**config.mk**
```make
export PLATFORM = sky130hd
export DESIGN_NAME = pong_score_keeper
export DESIGN_NICKNAME = d
export VERILOG_FILES = /design/src/rtl/pong_score_keeper.sv
export SDC_FILE = /design/constraint.sdc
export NUM_CORES = 1
export LEC_CHECK = 0
export BUFFER_PORTS_ARGS = -buffer_cell sky130_fd_sc_hd__buf_2
export CAP_MARGIN = 20
export CELL_PAD_IN_SITES_DETAIL_PLACEMENT = 1
export CELL_PAD_IN_SITES_GLOBAL_PLACEMENT = 1
export CORE_ASPECT_RATIO = 1.4
export CORE_MARGIN = 5
export CORE_UTILIZATION = 35
export CTS_BUF_LIST = sky130_fd_sc_hd__clkbuf_16
export CTS_CLUSTER_DIAMETER = 60
export CTS_CLUSTER_SIZE = 16
export DETAILED_ROUTE_END_ITERATION = 10
export HOLD_SLACK_MARGIN = 0.02
export PLACE_DENSITY = 0.76
export REMOVE_ABC_BUFFERS = 1
export SLEW_MARGIN = 30
export SYNTH_ARGS = -nofsm -noshare
export SYNTH_HDL_FRONTEND = slang
export SYNTH_SLANG_ARGS = --single-unit
export TNS_END_PERCENT = 5
```
**constraint.sdc**
```tcl
create_clock -name clk -period 4.6 [get_ports clk]
set_input_delay 0.46 -clock clk [delete_from_list [all_inputs] [get_ports clk]]
set_output_delay 0.46 -clock clk [all_outputs]
set_load 0.05 [all_outputs]
```
**src/rtl/pong_score_keeper.sv**
```systemverilog
// rtl/pong_score_keeper.sv - pong match state: scores, serve timing, winner latch
//
// Tracks both players' points, freezes the ball after each point, releases it
// with a one-cycle serve pulse after SERVE_FRAMES frame ticks, and latches a
// winner once either score reaches WIN_SCORE.
//
// Ports:
//   clk         in   pixel clock
//   reset       in   synchronous active-high reset
//   frame_tick  in   one-cycle pulse per frame
//   goal_p1     in   player 1 scored (rising edge counts once)
//   goal_p2     in   player 2 scored (rising edge counts once)
//   new_game    in   restart request (rising edge)
//   score_p1    out  player 1 points, 0..WIN_SCORE
//   score_p2    out  player 2 points, 0..WIN_SCORE
//   ball_freeze out  hold ball at centre
//   serve       out  one-cycle ball release pulse
//   serve_dir   out  0 = toward player 1, 1 = toward player 2
//   game_over   out  winner latched
//   winner      out  00 none, 01 player 1, 10 player 2

module pong_score_keeper #(
    parameter int WIN_SCORE    = 9,
    parameter int SERVE_FRAMES = 60
) (
    input  logic       clk,
    input  logic       reset,
    input  logic       frame_tick,
    input  logic       goal_p1,
    input  logic       goal_p2,
    input  logic       new_game,
    output logic [3:0] score_p1,
    output logic [3:0] score_p2,
    output logic       ball_freeze,
    output logic       serve,
    output logic       serve_dir,
    output logic       game_over,
    output logic [1:0] winner
);

    localparam logic [3:0] WIN_LIMIT  = 4'(WIN_SCORE);
    localparam logic [7:0] SERVE_LAST = 8'(SERVE_FRAMES - 1);

    typedef enum logic [1:0] {
        ST_WAIT = 2'd0,
        ST_PLAY = 2'd1,
        ST_OVER = 2'd2
    } state_t;

    state_t     state_q, state_d;
    logic [7:0] frame_cnt_q, frame_cnt_d;
    logic [3:0] score_p1_q, score_p1_d;
    logic [3:0] score_p2_q, score_p2_d;
    logic       ball_freeze_q, ball_freeze_d;
    logic       serve_q, serve_d;
    logic       serve_dir_q, serve_dir_d;
    logic       game_over_q, game_over_d;
    logic [1:0] winner_q, winner_d;
    logic       goal_p1_q, goal_p2_q, new_game_q;

    logic goal_p1_ev, goal_p2_ev, new_game_ev;
    logic serve_now;
    logic p1_reaches_win, p2_reaches_win;

    assign goal_p1_ev  = goal_p1 & ~goal_p1_q;
    assign goal_p2_ev  = goal_p2 & ~goal_p2_q;
    assign new_game_ev = new_game & ~new_game_q;

    assign serve_now      = (state_q == ST_WAIT) && frame_tick && (frame_cnt_q == SERVE_LAST);
    assign p1_reaches_win = (score_p1_q + 4'd1) == WIN_LIMIT;
    assign p2_reaches_win = (score_p2_q + 4'd1) == WIN_LIMIT;

    // State register plus all registered outputs and edge-detect copies.
    always_ff @(posedge clk) begin
        if (reset) begin
            state_q       <= ST_WAIT;
            frame_cnt_q   <= 8'd0;
            score_p1_q    <= 4'd0;
            score_p2_q    <= 4'd0;
            ball_freeze_q <= 1'b1;
            serve_q       <= 1'b0;
            serve_dir_q   <= 1'b0;
            game_over_q   <= 1'b0;
            winner_q      <= 2'b00;
            goal_p1_q     <= 1'b0;
            goal_p2_q     <= 1'b0;
            new_game_q    <= 1'b0;
        end else begin
            state_q       <= state_d;
            frame_cnt_q   <= frame_cnt_d;
            score_p1_q    <= score_p1_d;
            score_p2_q    <= score_p2_d;
            ball_freeze_q <= ball_freeze_d;
            serve_q       <= serve_d;
            serve_dir_q   <= serve_dir_d;
            game_over_q   <= game_over_d;
            winner_q      <= winner_d;
            goal_p1_q     <= goal_p1;
            goal_p2_q     <= goal_p2;
            new_game_q    <= new_game;
        end
    end

    // Next-state logic.
    always_comb begin
        state_d = state_q;
        if (new_game_ev) begin
            state_d = ST_WAIT;
        end else begin
            case (state_q)
                ST_WAIT: if (serve_now) state_d = ST_PLAY;
                ST_PLAY: begin
                    if (goal_p1_ev && goal_p2_ev) begin
                        state_d = ST_WAIT;
                    end else if (goal_p1_ev) begin
                        state_d = p1_reaches_win ? ST_OVER : ST_WAIT;
                    end else if (goal_p2_ev) begin
                        state_d = p2_reaches_win ? ST_OVER : ST_WAIT;
                    end
                end
                default: state_d = state_q;
            endcase
        end
    end

    // Output / datapath logic. ball_freeze and game_over follow the next
    // state so they change on the same edge as the state itself.
    always_comb begin
        frame_cnt_d = frame_cnt_q;
        score_p1_d  = score_p1_q;
        score_p2_d  = score_p2_q;
        serve_d     = 1'b0;
        serve_dir_d = serve_dir_q;
        winner_d    = winner_q;

        if (new_game_ev) begin
            frame_cnt_d = 8'd0;
            score_p1_d  = 4'd0;
            score_p2_d  = 4'd0;
            serve_dir_d = 1'b0;
            winner_d    = 2'b00;
        end else begin
            case (state_q)
                ST_WAIT: begin
                    if (serve_now) begin
                        serve_d     = 1'b1;
                        frame_cnt_d = 8'd0;
                    end else if (frame_tick) begin
                        frame_cnt_d = frame_cnt_q + 8'd1;
                    end
                end
                ST_PLAY: begin
                    // Counter is cleared on every exit so WAIT always starts at 0;
                    // a tick on the exit edge is therefore not counted.
                    frame_cnt_d = 8'd0;
                    if (goal_p1_ev && !goal_p2_ev) begin
                        score_p1_d  = score_p1_q + 4'd1;
                        serve_dir_d = 1'b1;
                        if (p1_reaches_win) winner_d = 2'b01;
                    end else if (goal_p2_ev && !goal_p1_ev) begin
                        score_p2_d  = score_p2_q + 4'd1;
                        serve_dir_d = 1'b0;
                        if (p2_reaches_win) winner_d = 2'b10;
                    end
                end
                default: ;
            endcase
        end

        ball_freeze_d = (state_d != ST_PLAY);
        game_over_d   = (state_d == ST_OVER);
    end

    assign score_p1    = score_p1_q;
    assign score_p2    = score_p2_q;
    assign ball_freeze = ball_freeze_q;
    assign serve       = serve_q;
    assign serve_dir   = serve_dir_q;
    assign game_over   = game_over_q;
    assign winner      = winner_q;

endmodule

```
==> impl_metrics.ini <==
[clock_network]
cts_hold_buf = 0
clockBufferDepth = 2
post_cts_resized = 0
clk_latency_ns = 0.26
cts_tree = yes
cts_post_setup_buffers_inserted = 0
cts_made_buffers = 3
h-tree-depth = 1
cts_root_buffer = clkbuf_16
cts.clk_slew.worst_paths_ns = 0.06
clock_sinks = 27

[synth]
synth.largest_area_cell = dfxtp_1
async_flop_share_pct = 0
synth_ff_type = dfxtp_1
syn_inst = 157
syn_area_per_cell_um2 = 8.52
post_synth_num_cell_types = 39
yosysTopAreaCellShare_pct = 40.4
ys.warnings.count = 0
synth_enable_flop_cells = 0
synth_area_um2 = 1340
ys_seq_elements = 27
seq_area_frac_synth_pct = 40.4
synthTopCellsByArea = dfxtp_1 (40%), ha_1 (7.5%), nor2_1 (4.5%)

[finish]
final_cells = 216
drive_gt1_share_pct = 14.9
antenna_cells = 0
area_growth_pct = 15.2
most-common-layout-cells = dfxtp_1 (27), buf_2 (19), nor2_1 (16)
mostFrequentLayoutCell = dfxtp_1
nets = 189

[run_status]
status = finished clean

[sta]
setup_viol = 0
finClkSkew_ns = 0.00239
whs_ns = 0.410
setup_slack_ns = 2.74
timing.fmax_ghz = 0.538
final_max_slew_viol_count = 0
relSlewSlack_pct = 48.6
setup_tns_ns = 0
post-route-period-util_pct = 40.4
hold_viol = 0
period_minus_slack_ns = 1.86
rsz0062_at_grt = no
worst_pin_slew_ns = 0.772

[critical_path]
rr_startpoint = state_q[0]
critical_path.startpoint_type = flip-flop
rr_endpoint = score_p1[3]
path_class = reg -> reg
cp.arrival_ns = 2.04
reg2reg_depth = 4
cp_max_fo = 9
r2r_slack_ns = 2.74
worst_setup_path_end_kind = flip-flop
crit_required_ns = 4.78

[global_route]
grt_usage_pct = 12.5
grt_max_degree = 22
grt_pass1_vias = 1213
grt_pass1_wl_um = 5410
grt_antenna_before_repair = 0
grt_overflow = 0

[route]
drt_iter0_markers = 32
wl_um = 3220
vias = 1189
antenna_left = 0
drt_pass1_iterations = 3
viasPerCell = 5.50
wl_per_cell_um = 14.9
drcViolationCount = 0

[placement]
dp_hpwl_um = 2490
place_ws_ns = 2.63
io_buffers = 19
routabilityCongestion = 0.768
placed_cells = 212

[power]
seqPwrFrac_pct = 51.7
switching_share_pct = 21.1
p_leak_nw = 0.634
power.switching_mw = 0.0965
pwr-share-clk_pct = 42.4
ir_worst_vdd_uv = 109
internal_power_mw = 0.362
power.density_nw_per_um2 = 298
power_frac_comb_pct = 5.9

[floorplanning]
ioPinCount = 20
fp.dieArea_um2 = 5180
rows = 26
start_util_pct = 36.4
die_w_um = 62.2
core_um2 = 3680
die_y_um = 83.1

[hold_path]
hold_depth = 2
hold_class = in -> reg
hp-start = reset
min_to = goal_p1_q

[run]
drv_cap = 0
==> cell usage after synthesis, types with 3 or more instances <==
cell / number
xnor2_1: 3
nand3_1: 9
a21oi_1: 11
nor2b_1: 5
ha_1: 8
nor2_1: 16
o21ai_0: 5
clkbuf_1: 4
nand2_1: 14
or3_1: 3
inv_1: 10
xor2_1: 4
dfxtp_1: 27
and3_1: 3
a311oi_1: 3
==> worst max path at each step <==
stage | cells after the start | endpoint | startpoint | slack, ns
finish | 4 | score_p1[3] | state_q[0] | 2.74
global route | 4 | score_p1[3] | state_q[0] | 2.59
CTS | 4 | score_p1[3] | state_q[0] | 2.73
detailed placement | 6 | winner[0] | goal_p2 | 2.63
global placement | 6 | winner[0] | goal_p2 | 2.77
floorplan | 6 | game_over | score_p1[0] | 2.83
==> through the flow <==
step                      power (mW)  utilization [%]  cell area [µm²]
after detailed placement       0.269             39.8             1460
final                          0.458             41.9             1540
after global placement         0.268             39.8             1460
after global routing           0.480             41.9             1540
after floorplan                0.260                -             1310
after CTS                      0.466             41.9             1540
==> area by class of cell <==
type                            instances  area [µm²]
Sequential cell                        27         541
Clock inverter                          1        3.75
Inverter                               10        37.5
Clock buffer                            3        75.1
Timing Repair Buffer                   19        95.1
Tap cell                               42        52.6
Multi-Input combinational cell        114         736
Fill cell                             462        2140
==> cell families after synthesis <==
kind of cell	after synthesis	synth area share (%)
multiplexers	1	0.748
buffers and inverters	16	4.58
adder cells (fa/ha/maj)	8	7.48
AO/OA/AOI/OAI	33	16.7
AND/OR/NAND/NOR	65	25.5
flip-flops	27	40.4
XOR/XNOR	7	4.58
==> worst max-delay path, stage by stage (launching register included) <==
cell and delay [ns]:
dfxtp_1 0.42, nor2b_1 0.59, nand2_1 0.23, or3_1 0.38, a21oi_1 0.15
==> routing by layer <==
layer / up-vias / wire length, µm / global-route usage [%]
li1: 589 / - / -
met1: 576 / 1330 / 13.8
met3: 5 / 109 / 2.30
met4: 0 / 49 / 4.73
met5: - / 0 / 0
met2: 19 / 1730 / 22.8
==> power by group through the flow <==
stage / logic, mW / registers (mW) / clock network [mW]
6_report: 0.0272 / 0.237 / 0.194
5_1_grt: 0.0304 / 0.237 / 0.213
4_1_cts: 0.0276 / 0.237 / 0.201
3_5_place_dp: 0.0273 / 0.242 / 0
3_3_place_gp: 0.0258 / 0.242 / 0
2_1_floorplan: 0.0185 / 0.242 / 0
==> flip-flops by register name, summed over array words and instances (netlist names) <==
register,cells
score_p2,4
score_p1,4
goal_p1_q,1
goal_p2_q,1
frame_cnt_q,8
game_over,1
new_game_q,1
state_q,2
serve_dir,1
serve,1
ball_freeze,1
winner,2
Note: power is estimated with default switching activity, not from simulation.
